$ cat config.mk
export PLATFORM = sky130hd
export DESIGN_NAME = fetch_stage
export DESIGN_NICKNAME = d
export VERILOG_FILES = /design/src/rtl/fetch_stage.sv
export SDC_FILE = /design/constraint.sdc
export NUM_CORES = 1
export LEC_CHECK = 0
export BUFFER_PORTS_ARGS = -buffer_cell sky130_fd_sc_hd__buf_2
export CORE_MARGIN = 5
export CORE_UTILIZATION = 33
export DETAILED_ROUTE_END_ITERATION = 12
export PLACE_DENSITY_LB_ADDON = 0.12
export SYNTH_ARGS = -nofsm -noshare
export SYNTH_HDL_FRONTEND = slang
export SYNTH_SLANG_ARGS = --single-unit
$ cat constraint.sdc
create_clock -name clk -period 2.6 [get_ports clk]
set_clock_uncertainty 0.2 [all_clocks]
set_input_delay 0.52 -clock clk [delete_from_list [all_inputs] [get_ports clk]]
set_output_delay 0.52 -clock clk [all_outputs]
set_load 0.02 [all_outputs]
$ cat src/rtl/fetch_stage.sv
// rtl/fetch_stage.sv - RV32I instruction fetch stage with 2-entry output buffer
module fetch_stage #(
  parameter int                ADDR_W   = 32,
  parameter logic [ADDR_W-1:0] RESET_PC = '0
) (
  input  logic              clk,
  input  logic              reset_n,
  output logic              imem_req_valid,
  input  logic              imem_req_ready,
  output logic [ADDR_W-1:0] imem_addr,
  input  logic              imem_resp_valid,
  input  logic [31:0]       imem_resp_data,
  output logic              out_valid,
  input  logic              out_ready,
  output logic [31:0]       out_instr,
  output logic [ADDR_W-1:0] out_pc,
  input  logic              redirect,
  input  logic [ADDR_W-1:0] redirect_pc,
  input  logic              halt,
  output logic              halted
);

  typedef enum logic [1:0] {
    S_FETCH  = 2'd0,
    S_WAIT   = 2'd1,
    S_HALTED = 2'd2
  } state_t;

  state_t            state;
  logic              running;    // low only until the first edge after reset
  logic              drop;       // outstanding response belongs to a flushed stream
  logic              halt_pend;  // halt seen, waiting for the last response to drain
  logic [ADDR_W-1:0] pc;
  logic [ADDR_W-1:0] wait_pc;
  logic [1:0]        count;
  logic [31:0]       instr0, instr1;
  logic [ADDR_W-1:0] pc0, pc1;

  logic              accept;
  logic              resp;
  logic              push;
  logic              pop;
  logic              flush;
  logic [ADDR_W-1:0] redirect_tgt;
  logic [ADDR_W-1:0] pc_inc;
  logic              unused_bits;

  // Request only when buffer space exists; no path from redirect/halt.
  assign imem_req_valid = running && (state == S_FETCH) && (count != 2'd2);
  assign imem_addr      = pc;
  assign out_valid      = (count != 2'd0);
  assign out_instr      = instr0;
  assign out_pc         = pc0;
  assign halted         = (state == S_HALTED);

  assign accept       = imem_req_valid && imem_req_ready;
  assign resp         = (state == S_WAIT) && imem_resp_valid;
  assign push         = resp && !drop;
  assign pop          = out_valid && out_ready;
  assign flush        = (state != S_HALTED) && (halt || halt_pend || redirect);
  assign redirect_tgt = {redirect_pc[ADDR_W-1:2], 2'b00};
  assign pc_inc       = pc + ADDR_W'(4);
  assign unused_bits  = &{1'b0, redirect_pc[1:0]};

  // Fetch control: PC, request state, stale-response and halt tracking.
  always_ff @(posedge clk or negedge reset_n) begin
    if (!reset_n) begin
      state     <= S_FETCH;
      running   <= 1'b0;
      drop      <= 1'b0;
      halt_pend <= 1'b0;
      pc        <= RESET_PC;
      wait_pc   <= RESET_PC;
    end else if (state != S_HALTED) begin
      running <= 1'b1;
      if (halt_pend) begin
        // Already halting: redirects ignored, leave once the response drains.
        if (imem_resp_valid) begin
          state     <= S_HALTED;
          drop      <= 1'b0;
          halt_pend <= 1'b0;
        end
      end else if (halt) begin
        if (state == S_WAIT) begin
          if (imem_resp_valid) begin
            state <= S_HALTED;
            drop  <= 1'b0;
          end else begin
            drop      <= 1'b1;
            halt_pend <= 1'b1;
          end
        end else if (accept) begin
          drop      <= 1'b1;
          halt_pend <= 1'b1;
          wait_pc   <= pc;
          state     <= S_WAIT;
        end else begin
          state <= S_HALTED;
        end
      end else if (redirect) begin
        pc <= redirect_tgt;
        if (state == S_WAIT) begin
          if (imem_resp_valid) begin
            state <= S_FETCH;
            drop  <= 1'b0;
          end else begin
            drop <= 1'b1;
          end
        end else if (accept) begin
          drop    <= 1'b1;
          wait_pc <= pc;
          state   <= S_WAIT;
        end
      end else if (state == S_FETCH) begin
        if (accept) begin
          wait_pc <= pc;
          pc      <= pc_inc;
          state   <= S_WAIT;
        end
      end else if (imem_resp_valid) begin
        state <= S_FETCH;
        drop  <= 1'b0;
      end
    end
  end

  // Two-entry buffer of {instr, pc}; entry 0 is always the oldest.
  always_ff @(posedge clk or negedge reset_n) begin
    if (!reset_n) begin
      count  <= 2'd0;
      instr0 <= '0;
      instr1 <= '0;
      pc0    <= '0;
      pc1    <= '0;
    end else if (flush) begin
      count <= 2'd0;
    end else begin
      case ({push, pop})
        2'b10: begin
          if (count == 2'd0) begin
            instr0 <= imem_resp_data;
            pc0    <= wait_pc;
          end else begin
            instr1 <= imem_resp_data;
            pc1    <= wait_pc;
          end
          count <= count + 2'd1;
        end
        2'b01: begin
          instr0 <= instr1;
          pc0    <= pc1;
          count  <= count - 2'd1;
        end
        2'b11: begin
          if (count == 2'd2) begin
            instr0 <= instr1;
            pc0    <= pc1;
            instr1 <= imem_resp_data;
            pc1    <= wait_pc;
          end else begin
            instr0 <= imem_resp_data;
            pc0    <= wait_pc;
          end
        end
        default: ;
      endcase
    end
  end

endmodule

==> results.txt, run 1 <==
The number of global-route vias before repair was 6,656; the detailed router's first-iteration violation count was 357. The run gives 0 as the count of nets left with antenna violations after detail routing. The most used standard cell by instance count after synthesis is sky130_fd_sc_hd__dfrtp_1. STA puts the critical path data arrival time at 2.54 ns. The clock power share was 29.8%. After clock tree synthesis, the clock-pin slew on the worst setup and hold paths is 0.08 ns. The internal power of the cells totals 5.763 mW.

Once placement finished, the instance area stood at 10,590 um2. Net switching is 34.59% of the power. The core region is 26,950 um2. The number of endpoints with negative hold slack in the final report is 0, and the final cell utilization of the core is 41.50%. The logs give 2 for the maximum clock insertion buffer count and 0.8273 for the final weighted congestion in routability-driven placement. In the final layout, the share of cells above drive strength 1 is 35.61%. TritonCTS built the clock tree.

The TritonCTS sink count is 197, and the post-detailed-route via-to-cell ratio is 5.063. Setup violations remaining at the end of the flow were counted as 0. In the final layout, the multi-input gates occupy 3844 um2.

The logs give 8.811 mW for the overall power of the completed layout and 3.048 mW for the switching component of the power. For this run, the leading register cell type out of synthesis is sky130_fd_sc_hd__dfrtp_1. For this run, the top clock speed supported by timing is 0.4215 GHz.

Summing every instance area after synthesis gives 9029 um2. The largest total area in the synthesized netlist belongs to sky130_fd_sc_hd__dfrtp_1. In this run, the combinational gates consume 26.2% of the power.

The synthesis-to-layout area growth works out to 23.88%. In this run the post-CTS setup repair buffer count came out at 0. Along the worst path, the maximum fanout reaches 9. Counting instances, the worst hold path has a depth of 2. The number of gates resized after CTS was 0.

The startpoint identified for the worst register-to-register timing path is state[1]$_DFFE_PN0N_. The die covers 30,770 um2. For this run, the register share of the synthesized area comes to 54.60%. The tools report the met3 usage as 2.992%. Port buffering added 165 buffers.

The average instance in the mapped netlist occupies 11.22 um2. The layout has 2,671 filler cells. The tools report the worst-case hold path end point as state[1]$_DFFE_PN0N_.

The area share of the leading cell type in the synthesized netlist is 54.60%, and the total number of vias is 6,759. The number of hold buffers added after CTS was 1. Post-route setup TNS: 0 ns. After technology mapping, the gate count stands at 805. The overflow left after global routing is 0, and the number of synthesized register bits is 197.

The number of core rows was 60; the global-route track usage on met2 was 25.41%. In the post-synthesis netlist, the biggest area contributors are sky130_fd_sc_hd__dfrtp_1, sky130_fd_sc_hd__mux2_2, sky130_fd_sc_hd__mux2i_1, sky130_fd_sc_hd__o21ai_0, sky130_fd_sc_hd__nand2_1. The antenna diode count was 0; the initial antenna violation count was 0. After legalization and detailed placement, the total HPWL measured 17,640 um. Global routing used 16.07% of the available tracks. In this run the count of I/O pins placed on the die edge is 170.

The first global-routing pass estimated 39,060 um of wire. Entering global routing, the biggest net connects 62 pins. Summed over all cells, the static leakage comes to 5.306 nW.

Global routing used 22.95% of the available met1 tracks. The worst register-to-register path has a setup slack of 0.23 ns. The first TritonRoute pass finished after 5 iterations.

For this block, the routed nets add up to 24,360 um of wire. The worst register-to-register path has a depth of 5. Worst hold-check path type: input pin to flop. The startpoint identified for the worst hold timing path is halt. The endpoint identified for the worst register-to-register timing path is imem_addr[31]$_DFFE_PN0P_. The run finished with clean final reports. Clock tree synthesis selected as its root buffer the cell sky130_fd_sc_hd__clkbuf_16.

The setup path with the least slack is of type flop to flop. The worst pin sits at a relative slew slack of 59.72%. The finished cells cover 11,180 um2. Yosys mapped the design onto 54 distinct sky130hd cell types.

The pin slew with the least headroom to its limit is 0.5980 ns, and the clock latency at the later pin of the worst-skew pair is 0.44 ns. At the end of the flow, the number of nets in the layout was 1,053. The die is 175.4 um tall. The synthesized design contains 0 enable-type register cells. The share of synthesized flip-flops with an asynchronous set or reset works out to 100.0%.

Setup repair after global routing left no endpoint under its margin. The nature of the critical path endpoint is a flop. For the count of max-cap constraint violations, the log shows 0. The die is 175.4 um wide.

The post-route fraction of the period consumed by the critical path came out at 91.25%. Per report_power, the sequential group accounts for 44.0% of the total. The commonest cells after synthesis are sky130_fd_sc_hd__dfrtp_1, sky130_fd_sc_hd__nand2_1, sky130_fd_sc_hd__mux2_2. The power density of the placed cells is 787.8 nW/um2.

The routed length per placed instance works out to 18.25 um. The worst setup path is launched from a flop. The post-route minimum period was 2.372 ns; the required time at the worst-slack endpoint was 2.77 ns.

For this run, the number of Yosys warnings is 0. The logs give 4930 um2 for the area occupied by registers and 4 for the level count of the clock H-tree. The starting utilization of the core area is 33.50%. VDD sags by at most 0.0003538 V.

The DRC violation count after routing was 0; the max-slew violation count was 0. After global routing, the most crowded layer is met2. Clock tree synthesis inserted a total of 17 buffers.
logic make-up after synthesis:
family | share of synthesized area, %
compound gates | 10.19
fa+ha+maj | 0.1386
xor+xnor | 0.1940
other cells | 0.04153
simple gates | 11.28
mux | 20.27
flops | 54.60
buf+inv | 3.284
routing by layer:
metal	wire length [um]	part of all wire (%)	vias up
met2	11190	46	172
li1	-	-	3263
met1	11860	49	3305
met3	1088	4.5	19
met5	0	0	-
met4	227	0.93	0
sequential cells by signal, summed over array words and instances, names as in the netlist:
name	flops
imem_addr	30
count	2
running	1
out_pc	32
out_instr	32
halt_pend	1
pc1	32
state	2
drop	1
instr1	32
wait_pc	32
power groups by stage:
| stage | sequential [mW] | clock, mW | combinational (mW) |
|---|---|---|---|
| after floorplan | 4.41 | 0 | 0.911 |
| after global placement | 3.93 | 0 | 2.34 |
| after detailed placement | 3.95 | 0 | 2.37 |
| after CTS | 3.89 | 2.71 | 2.37 |
| after global routing | 3.97 | 2.84 | 2.54 |
| final | 3.88 | 2.62 | 2.31 |
cell usage in the layout, fill, tap and decap left out, drive strengths merged, types with 2 or more instances in the layout:
| cell type | Yosys | routed |
|---|---|---|
| o41ai | 3 | 3 |
| a21oi | 28 | 28 |
| o211ai | 2 | 2 |
| or2 | 3 | 3 |
| or4 | 3 | 3 |
| o21ai | 81 | 81 |
| nand2b | 5 | 5 |
| mux2i | 76 | 76 |
| clkinv | 0 | 5 |
| and3 | 6 | 6 |
| o22ai | 18 | 18 |
| mux2 | 95 | 95 |
| a211oi | 5 | 5 |
| nand3 | 14 | 14 |
| and4 | 7 | 7 |
| or3 | 4 | 4 |
| a22oi | 6 | 6 |
| clkbuf | 30 | 20 |
| nor2 | 24 | 24 |
| nand4 | 14 | 14 |
| conb | 1 | 2 |
| nand2 | 99 | 99 |
| nor3 | 11 | 11 |
| a31oi | 4 | 4 |
| and2 | 3 | 3 |
| buf | 29 | 213 |
| nor4 | 6 | 6 |
| inv | 7 | 14 |
| o31ai | 3 | 3 |
| nor2b | 4 | 4 |
| dfrtp | 197 | 197 |
| o221ai | 3 | 3 |
how the worst max path moves through the flow:
stage / startpoint / to / slack (ns) / cells after the start
2_1_floorplan: imem_addr[9]$_DFFE_PN0P_ / imem_addr[28]$_DFFE_PN0P_ / 0.32 / 7
3_3_place_gp: imem_req_ready / imem_addr[31]$_DFFE_PN0P_ / 0.23 / 6
3_5_place_dp: imem_req_ready / imem_addr[31]$_DFFE_PN0P_ / 0.21 / 6
4_1_cts: count[0]$_DFFE_PN0P_ / imem_req_valid / 0.21 / 3
5_1_grt: count[0]$_DFFE_PN0P_ / out_pc[2]$_DFFE_PN0P_ / 0.08 / 6
6_report: state[1]$_DFFE_PN0N_ / imem_addr[31]$_DFFE_PN0P_ / 0.23 / 5
worst max-delay path, stage by stage (launching register included):
cell,delay [ns]
sky130_fd_sc_hd__dfrtp_1,0.47
sky130_fd_sc_hd__and4bb_2,0.46
sky130_fd_sc_hd__nand3_1,0.20
sky130_fd_sc_hd__nor4_1,0.48
sky130_fd_sc_hd__mux2_2,0.39
sky130_fd_sc_hd__nor2_1,0.09
area by class of cell:
class | count | area share, %
Multi-Input combinational cell | 543 | 34.37
Clock buffer | 19 | 3.960
Tap cell | 341 | 3.815
Inverter | 7 | 0.2349
Sequential cell | 197 | 44.08
Clock inverter | 13 | 1.253
Timing Repair Buffer | 215 | 12.29
stage by stage:
| stage | std cells | setup WS, ns | hold slack [ns] |
|---|---|---|---|
| 3_5_place_dp | 1302 | 0.2108 | 0.2653 |
| 2_1_floorplan | 806 | 0.3216 | 0.02441 |
| 6_report | 1335 | 0.2275 | 0.1158 |
| 4_1_cts | 1335 | 0.2096 | 0.09797 |
| 5_1_grt | 1335 | 0.07864 | 0.1122 |
| 3_3_place_gp | 1302 | 0.2272 | 0.2564 |
No activity file was read; power rests on OpenSTA's default activity.
==> run 2, diff against run 1 <==
- CELL_PAD_IN_SITES_DETAIL_PLACEMENT: unset -> 1
- CELL_PAD_IN_SITES_GLOBAL_PLACEMENT: unset -> 2
==> run 2 against run 1 <==
Compared with the run above:
- non-clock buffer count is 15 higher
- clock power up 3%
- cell area increased by 0.85%
- critical endpoint is now imem_req_valid
- largest cell class unchanged
==> results.txt, run 2 (synthesis gave the netlist of run 1 again) <==
The launch point of the critical path is count[0]$_DFFE_PN0P_. Counting tap cells, the placed design contains a total of 1,317 instances. Adding up every negative setup slack in the final design gives 0 ns. The initial antenna violation count came out at 1. The overall power of the completed layout is 8.892 mW.

After floorplanning, the core was divided into 60 placement rows. Measured against its own limit, the worst slew margin works out to 58.15%. The fraction of layout instances using a drive strength above 1 was 36.67%. The routed length per placed instance is 19.19 um, and the number of CTS-inserted buffers is 17. The worst hold path belongs to the class input pin to flop. The run gives 0 as the overflow left after global routing.

The later pin in the worst-skew pair is clocked with a latency of 0.44 ns. The largest net degree at the start of global routing was 57; the maximum clock frequency was 0.4199 GHz. The most frequent standard cell in the layout excluding fill and tap cells was sky130_fd_sc_hd__dfrtp_1.

Post-CTS timing repair inserted 0 buffers for setup. The filler cell count was 2,964. Input and output buffers added on the ports amount to 165. The logs give 398 for the detailed router's first-iteration violation count and 0 for the final-report setup violation count. For the TritonCTS sink count, the log shows 197. The worst setup path is captured at an output port. The cell area after layout was 11,280 um2.

The count of cells in the finished layout, fillers not included, comes to 1,351. For met2 alone, demand over resource in global routing was 28.30%. For this design the ratio of total power to cell area is 788.3 nW/um2. The number of hold buffers added after CTS came out at 1. For the total number of vias, the log shows 6,836. The first global-routing pass estimated 41,620 um of wire. In the layout the commonest cells are sky130_fd_sc_hd__dfrtp_1, sky130_fd_sc_hd__buf_2, sky130_fd_sc_hd__nand2_1. The layer flagged by global routing as most heavily used is met2. The final cell utilization of the core is 41.85%, and the reported leakage power is 5.381 nW. The termination of the worst setup path was imem_req_valid. The number of instances on the worst hold path is 3. In this run the count of I/O pins placed on the die edge is 170. Dividing the final minimum period by the clock period gives 91.59%. In this run the remaining antenna-violating nets after routing total 0. From synthesis to final layout, the design area changed by 24.93%. TritonCTS built the clock tree. Max-slew violation count: 0. STA puts the critical path data required time at 1.88 ns.

The total global routing track utilization is 17.08%, and the DRC violation count after routing is 0. The worst supply voltage drop on vdd was 0.0003627 V; the final weighted congestion in routability-driven placement was 0.8024. In this run the standard cell core region covers 26,950 um2. Clock-pin transition on the worst setup and hold timing paths: 0.09 ns. The worst setup path is launched from a flop. The start of the worst register-to-register path was state[0]$_DFFE_PN0N_. The run gives 7,249 as the number of global-route vias before repair. Counting cells, the worst reg-to-reg path comes to 5.

The post-route minimum period is 2.381 ns, and the met3 usage is 2.906%. The die is 175.4 um tall. For the worst setup path, the data arrival time is 1.66 ns.

For the setup slack on the worst flop-to-flop path, the log shows 0.24 ns. The flow ran to the end, and the final reports show no timing, DRC or antenna violations. The width of the die was 175.4 um; the total cell area at the placement stage was 10,670 um2. The initial utilization of the core area, before any placement, comes to 33.50%. In this run the critical register-to-register path is captured at imem_addr[28]$_DFFE_PN0P_. The number of endpoints with negative hold slack in the final report came out at 0. The final layout contains 1,068 nets.

The final wirelength was 25,930 um. Across the run, the number of max-cap violations was 0. For this run, the detailed router's first-pass iteration total came to 4. The die covers 30,770 um2.

The tools report the final HPWL from detailed placement as 18,520 um. Setup repair after global routing left no endpoint under its margin. The type of the worst setup path was flop to output port. In this run, post-CTS repair resized a total of 0 instances. The longest clock path from root to sink contains 2 buffers.

The met1 capacity usage during global routing was 23.53%. For the pin with the worst max-slew slack, the measured transition is 0.6230 ns. Maximum net fanout on the critical path: 8. Post-detailed-route via-to-cell ratio: 5.060.

The root buffer cell is sky130_fd_sc_hd__clkbuf_16. CTS built an H-tree with a depth of 4.
-- run 2: how the worst min path moves through the flow --
stage	endpoint	slack (ns)	startpoint
after floorplan	count[0]$_DFFE_PN0P_	0.02	reset_n
after global placement	out_instr[14]$_DFFE_PN0P_	0.26	out_instr[14]$_DFFE_PN0P_
after detailed placement	out_instr[11]$_DFFE_PN0P_	0.26	out_instr[11]$_DFFE_PN0P_
after CTS	imem_addr[27]$_DFFE_PN0P_	0.09	redirect_pc[27]
after global routing	instr1[29]$_DFFE_PN0P_	0.09	imem_resp_data[29]
final	imem_addr[31]$_DFFE_PN0P_	0.12	redirect_pc[31]
-- run 2: metrics by stage --
step                setup WS (ns)  hold WS (ns)
global route               0.1396       0.09476
finish                     0.2187        0.1191
floorplan                  0.3216       0.02441
CTS                        0.1828       0.08778
global placement           0.1080        0.2574
detailed placement         0.1059        0.2644
-- run 2: final cells by class --
class / count / area (um2) / share of cell area [%]
antenna: 1 / 2.502 / 0.02219
multi-input combinational: 543 / 3844 / 34.08
clock buffer: 17 / 425.4 / 3.771
timing repair buffer: 230 / 1450 / 12.86
clock inverter: 15 / 175.2 / 1.553
sequential: 197 / 4930 / 43.70
inverter: 7 / 26.28 / 0.2329
tap: 341 / 426.7 / 3.783
-- run 2: worst max-delay path, cell delays in order, from the launching register on --
cell                       delay (ns)
sky130_fd_sc_hd__dfrtp_1         0.49
sky130_fd_sc_hd__nand2b_2        0.32
sky130_fd_sc_hd__and4b_1         0.25
sky130_fd_sc_hd__buf_2           0.16
-- run 2: where the power goes --
part           total, mW  switching, mW  internal, mW
clock               2.71           1.39          1.31
combinational       2.31           1.45         0.863
sequential          3.87          0.292          3.58
total               8.89           3.13          5.76
-- run 2: metal layers --
metal | wire, um | vias up
li1 | - | 3284
met1 | 12440 | 3410
met2 | 12400 | 124
met3 | 784 | 18
met4 | 308 | 0
met5 | 0 | -
